**src/rtl/matrix_scan_counter_if.sv**
```systemverilog
`default_nettype none
// +-----------------------------------------------------------------------+
// | matrix_scan_counter_if : control/status bundle of the pixel scanner   |
// | Rev 1.0                                                               |
// +-----------------------------------------------------------------------+
interface matrix_scan_counter_if #(
  parameter int ROW_W    = 5,
  parameter int COL_W    = 5,
  parameter int SETTLE_W = 8
);
  logic                start_i;
  logic                stop_i;
  logic                continuous_i;
  logic [SETTLE_W-1:0] settle_i;
  logic                ack_i;
  logic [ROW_W-1:0]    row_o;
  logic [COL_W-1:0]    col_o;
  logic                sample_o;
  logic                busy_o;
  logic                frame_done_o;

  modport master (
    output start_i, stop_i, continuous_i, settle_i, ack_i,
    input  row_o, col_o, sample_o, busy_o, frame_done_o
  );

  modport slave (
    input  start_i, stop_i, continuous_i, settle_i, ack_i,
    output row_o, col_o, sample_o, busy_o, frame_done_o
  );
endinterface
`default_nettype wire

```
**src/rtl/matrix_scan_counter.sv**
```systemverilog
`default_nettype none
// +-----------------------------------------------------------------------+
// | matrix_scan_counter : ROWS x COLS settle/sample/ack scan sequencer    |
// | Option macro SCAN_SERPENTINE_EN: odd rows scan columns in reverse.    |
// | Rev 1.0                                                               |
// +-----------------------------------------------------------------------+
module matrix_scan_counter #(
  parameter int ROWS     = 4,
  parameter int COLS     = 4,
  parameter int ROW_W    = 5,
  parameter int COL_W    = 5,
  parameter int SETTLE_W = 8
) (
  input  logic                 clk_i,
  input  logic                 rst_i,
  matrix_scan_counter_if.slave bus
);

  localparam logic [1:0] ST_IDLE   = 2'd0;
  localparam logic [1:0] ST_SETTLE = 2'd1;
  localparam logic [1:0] ST_SAMPLE = 2'd2;

  localparam logic [ROW_W-1:0] ROW_LAST = ROW_W'(ROWS - 1);
  localparam logic [COL_W-1:0] COL_LAST = COL_W'(COLS - 1);

`ifdef SCAN_SERPENTINE_EN
  localparam bit SERP = 1'b1;
`else
  localparam bit SERP = 1'b0;
`endif

  logic [1:0]          state_q, state_d;
  logic [ROW_W-1:0]    row_q, row_d;
  logic [COL_W-1:0]    col_q, col_d;
  logic [SETTLE_W-1:0] cnt_q, cnt_d;
  logic [SETTLE_W-1:0] settle_q, settle_d;
  logic                cont_q, cont_d;
  logic                sample_q, sample_d;
  logic                busy_q, busy_d;
  logic                frame_done_q, frame_done_d;

  logic                w_rev;
  logic [COL_W-1:0]    w_col_end;
  logic                w_row_end;
  logic                w_last;
  logic [ROW_W-1:0]    w_row_nxt;
  logic [COL_W-1:0]    w_col_nxt;

  // Serpentine keeps the column on a row change; raster snaps back to 0.
  assign w_rev     = SERP && row_q[0];
  assign w_col_end = w_rev ? '0 : COL_LAST;
  assign w_row_end = (col_q == w_col_end);
  assign w_last    = w_row_end && (row_q == ROW_LAST);
  assign w_row_nxt = w_row_end ? ((row_q == ROW_LAST) ? '0 : row_q + ROW_W'(1)) : row_q;
  assign w_col_nxt = w_row_end ? (SERP ? col_q : '0)
                               : (w_rev ? col_q - COL_W'(1) : col_q + COL_W'(1));

  always_ff @(posedge clk_i or posedge rst_i) begin
    if (rst_i) begin
      state_q      <= ST_IDLE;
      row_q        <= '0;
      col_q        <= '0;
      cnt_q        <= '0;
      settle_q     <= '0;
      cont_q       <= 1'b0;
      sample_q     <= 1'b0;
      busy_q       <= 1'b0;
      frame_done_q <= 1'b0;
    end else begin
      state_q      <= state_d;
      row_q        <= row_d;
      col_q        <= col_d;
      cnt_q        <= cnt_d;
      settle_q     <= settle_d;
      cont_q       <= cont_d;
      sample_q     <= sample_d;
      busy_q       <= busy_d;
      frame_done_q <= frame_done_d;
    end
  end

  always_comb begin
    state_d  = state_q;
    row_d    = row_q;
    col_d    = col_q;
    cnt_d    = cnt_q;
    settle_d = settle_q;
    cont_d   = cont_q;
    case (state_q)
      ST_IDLE: begin
        if (bus.start_i) begin
          settle_d = (bus.settle_i == '0) ? SETTLE_W'(1) : bus.settle_i;
          cont_d   = bus.continuous_i;
          row_d    = '0;
          col_d    = '0;
          cnt_d    = settle_d;
          state_d  = ST_SETTLE;
        end
      end
      ST_SETTLE: begin
        if (bus.stop_i) begin
          row_d   = '0;
          col_d   = '0;
          state_d = ST_IDLE;
        end else begin
          cnt_d = cnt_q - SETTLE_W'(1);
          if (cnt_q <= SETTLE_W'(1)) begin
            state_d = ST_SAMPLE;
          end
        end
      end
      ST_SAMPLE: begin
        if (bus.stop_i) begin
          row_d   = '0;
          col_d   = '0;
          state_d = ST_IDLE;
        end else if (bus.ack_i) begin
          if (w_last && !cont_q) begin
            state_d = ST_IDLE;
          end else begin
            row_d   = w_last ? '0 : w_row_nxt;
            col_d   = w_last ? '0 : w_col_nxt;
            cnt_d   = settle_q;
            state_d = ST_SETTLE;
          end
        end
      end
      default: begin
        state_d = ST_IDLE;
      end
    endcase
  end

  // Outputs are precomputed from the next state so they leave flops directly.
  always_comb begin
    sample_d     = (state_d == ST_SAMPLE);
    busy_d       = (state_d != ST_IDLE);
    frame_done_d = (state_q == ST_SAMPLE) && bus.ack_i && !bus.stop_i && w_last;
  end

  assign bus.row_o        = row_q;
  assign bus.col_o        = col_q;
  assign bus.sample_o     = sample_q;
  assign bus.busy_o       = busy_q;
  assign bus.frame_done_o = frame_done_q;

endmodule
`default_nettype wire

```
**src/flat_wrapper.sv**
```systemverilog
// flat-port wrapper written by rule: the top's interface ports become plain ports
module matrix_scan_counter_flat 
#(
  parameter int ROWS     = 4,
  parameter int COLS     = 4,
  parameter int ROW_W    = 5,
  parameter int COL_W    = 5,
  parameter int SETTLE_W = 8
)
  (clk_i, rst_i, bus_start_i, bus_stop_i, bus_continuous_i, bus_settle_i, bus_ack_i, bus_row_o, bus_col_o, bus_sample_o, bus_busy_o, bus_frame_done_o);
  matrix_scan_counter_if #(.ROW_W(ROW_W), .COL_W(COL_W), .SETTLE_W(SETTLE_W)) bus_i ();
  input  logic clk_i;
  input  logic rst_i;
  input wire logic [$bits(bus_i.start_i)-1:0] bus_start_i;
  input wire logic [$bits(bus_i.stop_i)-1:0] bus_stop_i;
  input wire logic [$bits(bus_i.continuous_i)-1:0] bus_continuous_i;
  input wire logic [$bits(bus_i.settle_i)-1:0] bus_settle_i;
  input wire logic [$bits(bus_i.ack_i)-1:0] bus_ack_i;
  output wire logic [$bits(bus_i.row_o)-1:0] bus_row_o;
  output wire logic [$bits(bus_i.col_o)-1:0] bus_col_o;
  output wire logic [$bits(bus_i.sample_o)-1:0] bus_sample_o;
  output wire logic [$bits(bus_i.busy_o)-1:0] bus_busy_o;
  output wire logic [$bits(bus_i.frame_done_o)-1:0] bus_frame_done_o;
  assign bus_i.start_i = bus_start_i;
  assign bus_i.stop_i = bus_stop_i;
  assign bus_i.continuous_i = bus_continuous_i;
  assign bus_i.settle_i = bus_settle_i;
  assign bus_i.ack_i = bus_ack_i;
  assign bus_row_o = bus_i.row_o;
  assign bus_col_o = bus_i.col_o;
  assign bus_sample_o = bus_i.sample_o;
  assign bus_busy_o = bus_i.busy_o;
  assign bus_frame_done_o = bus_i.frame_done_o;
  matrix_scan_counter #(.ROWS(ROWS), .COLS(COLS), .ROW_W(ROW_W), .COL_W(COL_W), .SETTLE_W(SETTLE_W)) u_core (.clk_i(clk_i), .rst_i(rst_i), .bus(bus_i));
endmodule
```
**config.mk**
```make
export PLATFORM = sky130hd
export DESIGN_NAME = matrix_scan_counter_flat
export DESIGN_NICKNAME = d
export VERILOG_FILES = /design/src/rtl/matrix_scan_counter_if.sv /design/src/rtl/matrix_scan_counter.sv /design/src/flat_wrapper.sv
export SDC_FILE = /design/constraint.sdc
export NUM_CORES = 1
export LEC_CHECK = 0
export CAP_MARGIN = 20
export CORE_ASPECT_RATIO = 1.1
export CORE_MARGIN = 1.5
export CORE_UTILIZATION = 49
export DETAILED_ROUTE_END_ITERATION = 16
export PLACE_DENSITY = 0.83
export SLEW_MARGIN = 30
export SYNTH_ARGS = -nofsm -noshare
export SYNTH_HDL_FRONTEND = slang
export SYNTH_SLANG_ARGS = --single-unit
export TNS_END_PERCENT = 1
```
**constraint.sdc**
```tcl
create_clock -name clk_i -period 2.1 [get_ports clk_i]
set_clock_uncertainty 0.05 [all_clocks]
set_input_delay 0.42 -clock clk_i [delete_from_list [all_inputs] [get_ports clk_i]]
set_output_delay 0.42 -clock clk_i [all_outputs]
set_load 0.005 [all_outputs]
```
# After elaboration in Yosys (flattened, before gate mapping)
# Index checks and enable logic that the tools add are counted.
[word_totals]
register_bits = 32
input_bits = 14
out_inout_bits = 13
word_cells = 71
[classes]
n_addsub = 3
magnitude_cmp = 1
eq_ne = 14
mux = 29
reduce_logical = 15
[ops]
columns = ["cell", "count"]
rows = [
  ["2-to-1 mux 5 bit", 13],
  ["2-to-1 mux 8 bit", 6],
  ["one-hot mux 5 bit (3 select lines)", 2],
  ["one-hot mux 8 bit (3 select lines)", 1],
  ["!= test 2 bit, second input constant", 6],
  ["AND reduction 6 bit", 2],
  ["adder 5 x 1 -> 5 bit, second input constant", 2],
  ["== test 5 x 2 -> 1 bit, second input constant", 2],
  ["2-to-1 mux 2 bit", 5],
  ["less-or-equal comparator 8 x 1 -> 1 bit, second input constant", 1],
  ["zero test 8 bit", 1],
  ["subtractor 8 x 1 -> 8 bit, second input constant", 1],
  ["!= test 3 bit, second input constant", 2],
  ["one-hot mux 2 bit (3 select lines)", 1],
  ["logical AND 1 bit", 5],
  ["AND reduction 5 bit", 1],
  ["== test 2 bit, second input constant", 2],
  ["!= test 4 x 2 -> 1 bit, second input constant", 1],
  ["nonzero test 3 bit", 1],
  ["== test 2 x 1 -> 1 bit, second input constant", 1],
  ["zero test 1 bit", 2],
  ["zero test 2 bit", 1],
  ["AND reduction 2 bit", 1],
  ["nonzero test 2 bit", 1],
  ["2-to-1 mux 1 bit", 1],
]

# Logic depth before layout (Yosys ltp)
# Gate-level depths: netlist of run 1.
[depth]
depth_word = 8
ltp_mapped = 9
mapped_depth_nobuf = 7

# Worst setup path after synthesis of run 1
# OpenSTA, ideal clock, no wires.
[synth_path]
path_type = "reg-to-reg"
from = "register u_core.col_q[0], in the netlist u_core.bus.col_o[0]"
to = "register u_core.cnt_q[0]"
setup_time_ns = 0.125
arrival_time_ns = 1.902
required_ns = 1.925
slack_ns = 0.023
stages_incl_launch_ff = 7
n_path_buf = 1
period_less_slack_ns = 2.077
cell_sequence = "dfrtp_1 > ha_1 > or4b_1 > buf_2 > nor3_1 > a21o_2 > mux2_2"
[synth_between]
elab_chain_len = 5
[synth_rtl]
columns = ["item", "line", "source"]
rows = [
  ["start: declaration", "matrix_scan_counter.sv:34", "logic [COL_W-1:0] col_q, col_d;"],
  ["start signal: assignment", "matrix_scan_counter.sv:72", "col_q <= col_d;"],
  ["== test 5 x 2 -> 1 bit", "matrix_scan_counter.sv:52", "assign w_row_end = (col_q == w_col_end);"],
  ["logical AND 1 bit", "matrix_scan_counter.sv:53", "assign w_last = w_row_end && (row_q == ROW_LAST);"],
  ["logical AND 1 bit", "matrix_scan_counter.sv:118", "if (w_last && !cont_q) begin"],
  ["!= test 2 bit (no line)", "n/a", ""],
  ["AND reduction 6 bit (no line)", "n/a", ""],
  ["end signal: assignment", "matrix_scan_counter.sv:73", "cnt_q <= cnt_d;"],
  ["end: declaration", "matrix_scan_counter.sv:35", "logic [SETTLE_W-1:0] cnt_q, cnt_d;"],
]
# Every way passes these cells.
# A chain may end at the register's enable or synchronous reset.

# Final worst setup path of run 1
[layout_path]
from = "register u_core.state_q[0]"
to = "register u_core.row_q[3], in the netlist u_core.bus.row_o[3]"
[layout_between]
elab_chain_len = 3
word_cells_on_any_way = 11
cone_classes = "eq/ne (7); mux (1); reduce/logical (3)"
[layout_rtl]
columns = ["item", "line", "source"]
rows = [
  ["start: declaration", "matrix_scan_counter.sv:32", "logic [1:0] state_q, state_d;"],
  ["start signal: assignment", "matrix_scan_counter.sv:70", "state_q <= state_d;"],
  ["== test 2 bit (tied with other cells)", "matrix_scan_counter.sv:89", "case (state_q)"],
  ["!= test 4 x 2 -> 1 bit (no line) (tied with other cells)", "n/a", ""],
  ["AND reduction 6 bit (no line)", "n/a", ""],
  ["end signal: assignment", "matrix_scan_counter.sv:71", "row_q <= row_d;"],
  ["end: declaration", "matrix_scan_counter.sv:33", "logic [ROW_W-1:0] row_q, row_d;"],
]
# Several ways; a longest one is shown, not always the timed one.

==> flow_metrics.tcl, run 1 <==
set metrics [dict create \
    synth.net_count 204 \
    insertion_delay_ns 0.29 \
    yosys.area.top_type "dfrtp_1" \
    num_antenna_cells 0 \
    finalHoldViolations 0 \
    r2r_slack_ns 0.06 \
    num_rows 23 \
    hold_path_end "u_core.settle_q[7]" \
    outcome "completed" \
    worstMarginPinSlew_ns 0.512 \
    synthCells 182 \
    finalPower_w 0.00276 \
    die_x_um 62.1 \
    numCtsBuffers 5 \
    post_cts_buffers 0 \
    syn_area_sq_um 1880 \
    setup_tns_ns 0 \
    synth-seq-cells 32 \
    grt_pass1_wl_um 6780 \
    syn_to_final_growth_pct 32.2 \
    drt-initial-drc-count 76 \
    start_util_pct 51.5 \
    drt_drc_violations_left 0 \
    final_util_pct 68.1 \
    p_leak_nw 1.06 \
    period_needed_ns 2.04 \
    dpl.hpwl_um 2950 \
    required_ns 2.22 \
    path_cells "inv_1 -> ha_1 -> nand2b_1 -> or3b_1 -> buf_4 -> a211oi_1 -> xnor2_1 -> nor2_1" \
    crit_family "simple AND/OR/NAND/NOR gates" \
    io_pins 27 \
    ys_seq_area_share_pct 42.6 \
    worstHoldStart "u_core.settle_q[7]" \
    postLayoutCellArea_sq_um 2490 \
    cp_slowest_stage_delay_ns 0.42 \
    die_area_sq_um 4220 \
    cpMaxStageDelayCell "dfrtp_2" \
    gp_congestion 0.828 \
    wl_per_cell_um 14.8 \
    power_density_nw_per_um2 1110 \
    yosysWarnings 0 \
    synth_ff_type "dfrtp_1" \
    nets 255 \
    cts.sinks 32 \
    fmaxAchievable_ghz 0.491 \
    synth.avg_cell_area_sq_um 10.3 \
    async_flop_share_pct 100 \
    worstSetupPathType "reg2reg" \
    filler_cell_count 285 \
    drive_gt1_share_pct 27.0 \
    synth.area.top_cells "dfrtp_1, mux2_2, ha_1, nor2_1, nand2_1" \
    antenna_found_initial 0 \
    grt_max_degree 33 \
    synth_cell_types 53 \
    overflow 0 \
    tritoncts "built" \
    reg2reg_to "u_core.bus.row_o[3]" \
    ant_nets 0 \
    slew_headroom_pct 65.8 \
    synth_top_cell_area_share_pct 42.6 \
    end_kind "register" \
    routed_wl_um 4190 \
    cts_buffer_depth 2 \
    r2r_cells 8 \
    setup_violations 0 \
    start_kind "register" \
    drv_cap 0 \
    r2r_start "u_core.state_q[0]" \
    period_share_pct 97.0 \
    path_buf_inv 2 \
    ctsHtreeMaxLevel 2 \
    via_count 1544 \
    viasPerCell 5.46 \
    clk_transition_reported_paths_ns 0.06 \
    grt_usage_pct 21.8 \
    postPlaceCellArea_sq_um 2340 \
    synth_edf_count 0 \
    dr.pass1.iters 4 \
    min_delay_path_depth 1 \
    core_area_sq_um 3650 \
    path_max_fanout 7 \
    min_path_type "reg2reg" \
    die_h_um 68.0 \
    arrival_ns 2.16 \
    max-vdd-ir-drop_mv 0.806 \
    grt_pass1_vias 1540 \
    maxSlewViolCount 0 \
    cts_root_buf "clkbuf_8" \
    portBuffers 26 \
]
-- worst max-delay path by stage --
| stage | startpoint | slack [ns] | cells past startpoint | endpoint |
|---|---|---|---|---|
| after floorplan | u_core.bus.col_o[0] | 0.02 | 6 | u_core.cnt_q[0] |
| after global placement | bus_start_i | -0.11 | 7 | u_core.bus.row_o[2] |
| after detailed placement | bus_start_i | -0.13 | 7 | u_core.bus.row_o[2] |
| after CTS | u_core.bus.col_o[0] | 0.02 | 7 | u_core.bus.col_o[2] |
| after global routing | u_core.state_q[0] | -0.05 | 8 | u_core.bus.row_o[3] |
| final | u_core.state_q[0] | 0.06 | 8 | u_core.bus.row_o[3] |
-- logic make-up after synthesis --
| kind of cell | count (synthesis) | synth area share [%] |
|---|---|---|
| adder cells (fa/ha/maj) | 8 | 5.32 |
| flip-flops | 32 | 42.6 |
| AND/OR/NAND/NOR | 60 | 18.8 |
| buffers and inverters | 18 | 4.92 |
| XOR/XNOR | 10 | 4.65 |
| multiplexers | 10 | 5.92 |
| AO/OA/AOI/OAI | 44 | 17.8 |
-- cells in the final DEF (no fill, tap or decap), types with 3 or more instances in the layout --
cell type        count
dfrtp_1             31
clkdlybuf4s50_1     26
buf_4               26
nor2_1              14
nand2_1             12
inv_1               10
mux2_2               9
o21ai_0              8
ha_1                 8
a21oi_1              7
clkbuf_8             7
nand3_1              6
xor2_1               5
xnor2_1              5
a221oi_1             5
o31ai_1              5
nor3_1               3
a211oi_2             3
-- power breakdown --
part	switching (W)	leakage, nW	internal, W	total, W
combinational	0.000620	0.603	0.000630	0.00125
sequential	0.000180	0.407	0.000818	0.000998
clock	0.000221	0.0503	0.000292	0.000513
-- cells in the mapped netlist (all sizes together), types with 3 or more instances --
cell type	count
dfrtp	32
nor2	14
nand2	12
inv	10
a21oi	9
mux2	9
ha	8
o21ai	8
nand3	6
o31ai	6
a211oi	5
a221oi	5
xnor2	5
xor2	5
buf	4
clkbuf	4
nor3	4
a21o	3
nor4	3
-- per-stage QoR --
step	hold slack, ns	cells	worst slack [ns]
2_1_floorplan	0.399	182	0.0230
3_3_place_gp	0.431	276	-0.112
3_5_place_dp	0.440	276	-0.130
4_1_cts	0.456	283	0.0212
5_1_grt	0.486	283	-0.0458
6_report	0.458	283	0.0639
-- cell type report --
| type | instances | area [sq um] | area share [%] |
|---|---|---|---|
| Multi-Input combinational cell | 132 | 1030 | 41.5 |
| Sequential cell | 32 | 802 | 32.2 |
| Timing Repair Buffer | 52 | 455 | 18.3 |
| Clock buffer | 7 | 96.3 | 3.87 |
| Tap cell | 50 | 62.6 | 2.52 |
| Inverter | 10 | 37.5 | 1.51 |
-- state kept, by name, indices dropped and copies added, names as in the netlist --
register,cells
u_core.state_q,2
u_core.bus.row_o,5
u_core.cont_q,1
u_core.settle_q,8
u_core.bus.busy_o,1
u_core.bus.col_o,5
u_core.bus.frame_done_o,1
u_core.bus.sample_o,1
u_core.cnt_q,8
-- layer usage --
metal	part of all wire, %	wire (um)	GRT usage (%)	up-vias
met4	1.3	56	9.84	0
met2	52	2170	36.3	31
met3	4.0	168	4.16	7
li1	-	-	-	765
met1	43	1790	26.9	741
met5	0	0	0	-
-- timing repair --
item,CTS,global route
hold buffers,0,0
gates resized for setup,0,9
setup endpoints to repair,0,13
No activity file was read; power rests on OpenSTA's default activity.
==> run 2: changes to the inputs <==
- SETUP_SLACK_MARGIN: unset -> 0.4
==> flow_metrics.tcl, run 2 (same netlist as run 1, synthesis figures left out) <==
set metrics [dict create \
    outcome "completed" \
    syn_to_final_growth_pct 38.6 \
    cts_buffer_depth 2 \
    final_common_cell "dfrtp_1" \
    maxSlewViolCount 0 \
    antenna_found_initial 0 \
    fmaxAchievable_ghz 0.511 \
    filler_cell_count 276 \
    grt_max_degree 33 \
    start_util_pct 51.5 \
    reg_top3 "u_core.cnt_q (8), u_core.settle_q (8)" \
    grt_pass1_wl_um 7070 \
    tritoncts "built" \
    gp_congestion 0.867 \
    hold_ws_ns 0.441 \
    dpl.hpwl_um 2910 \
    finalHoldViolations 0 \
    slew_headroom_pct 67.6 \
    arrival_ns 2.09 \
    setup_tns_ns 0 \
    grt_pass1_vias 1583 \
    nets 262 \
    power_density_nw_per_um2 1110 \
    drt-initial-drc-count 81 \
    num_rows 23 \
    io_pins 27 \
    routed_wl_um 4430 \
    finalWorstSetupSlack_ns 0.145 \
    required_ns 2.23 \
    min_path_type "reg2reg" \
    num_antenna_cells 0 \
    die_h_um 68.0 \
    viasPerCell 5.57 \
    drive_gt1_share_pct 33.6 \
    numCtsBuffers 5 \
    drv_cap 0 \
    core_area_sq_um 3650 \
    grt_usage_pct 23.1 \
    die_x_um 62.1 \
    mostFrequentLayoutCells "dfrtp_1, buf_4, clkdlybuf4s50_1" \
    worstSetupPathType "reg2reg" \
    post-place-ws_ns -0.206 \
    cts.sinks 32 \
    dr.pass1.iters 4 \
    p_leak_nw 1.10 \
    start_kind "register" \
    max-vdd-ir-drop_mv 0.704 \
    ctsHtreeMaxLevel 2 \
    drt_drc_violations_left 0 \
    worstMarginPinSlew_ns 0.485 \
    insertion_delay_ns 0.29 \
    period_needed_ns 1.96 \
    period_share_pct 93.1 \
    clk_transition_reported_paths_ns 0.06 \
    via_count 1622 \
    end_kind "register" \
    rsz0062_at_grt "true" \
    portBuffers 26 \
    cts_root_buf "clkbuf_8" \
    ant_nets 0 \
    overflow 0 \
    die_area_sq_um 4220 \
    path_max_fanout 8 \
    wl_per_cell_um 15.2 \
    setup_violations 0 \
]
==> run 2: cell count changes in the layout (fill, tap and decap cells not counted), sizes merged <==
cell,previous run,this run
buf,26,33
clkbuf,7,8
==> run 2: where the power goes <==
part	total, W	internal, W	switching, W	leakage (nW)
Clock	0.000492	0.000267	0.000225	0.0455
Sequential	0.00101	0.000816	0.000192	0.408
Combinational	0.00140	0.000726	0.000675	0.647
==> run 2: timing repair <==
action / 4_1_cts / 5_1_grt
gates resized for setup: 15 / 7
buffers inserted: 10 / 2
pin swaps: 9 / 7
endpoints found under the setup margin: 35 / 37
hold buffers: 0 / 0
==> run 2: final timing paths <==
kind                            depth (start not counted)  slack (ns)                  to           startpoint
worst max-delay path                                    7        0.14     u_core.cnt_q[4]  u_core.bus.row_o[0]
worst min-delay path                                    2        0.44  u_core.settle_q[0]   u_core.settle_q[0]
worst max register to register                          7        0.14     u_core.cnt_q[4]  u_core.bus.row_o[0]
worst min register to register                          2        0.44  u_core.settle_q[0]   u_core.settle_q[0]
max in group asynchronous                               3        1.25     u_core.cnt_q[0]                rst_i
min in group asynchronous                               3        0.46  u_core.settle_q[7]                rst_i
==> run 2: worst max-delay path: stages, from the launching register on <==
cell	delay (ns)
dfrtp_1	0.36
ha_2	0.18
or4b_4	0.52
nor3_4	0.21
a21o_2	0.20
buf_6	0.14
a211oi_2	0.04
a21o_1	0.15
==> run 2: layout make-up <==
type	count	area [sq um]	share of cell area, %
Clock buffer	8	90.1	3.45
Inverter	10	37.5	1.44
Multi-Input combinational cell	132	1090	41.9
Sequential cell	32	801	30.7
Tap cell	50	62.6	2.40
Timing Repair Buffer	59	524	20.1
==> run 2: metrics by stage <==
stage	util (%)	std cells	power, W	area, sq um
2_1_floorplan	-	182	0.00183	1900
3_3_place_gp	63.4	271	0.00213	2320
3_5_place_dp	63.4	271	0.00218	2320
4_1_cts	70.0	289	0.00285	2560
5_1_grt	71.3	291	0.00311	2610
6_report	71.3	291	0.00290	2610
==> run 2: per-layer routing <==
metal  track usage (%)  vias to the layer above  share of wire, %
met2              37.6                       48                51
met3              6.05                        8               3.9
met4              10.4                        0               1.9
met5                 0                        -                 0
met1              28.0                      794                43
li1                  -                      772                 -
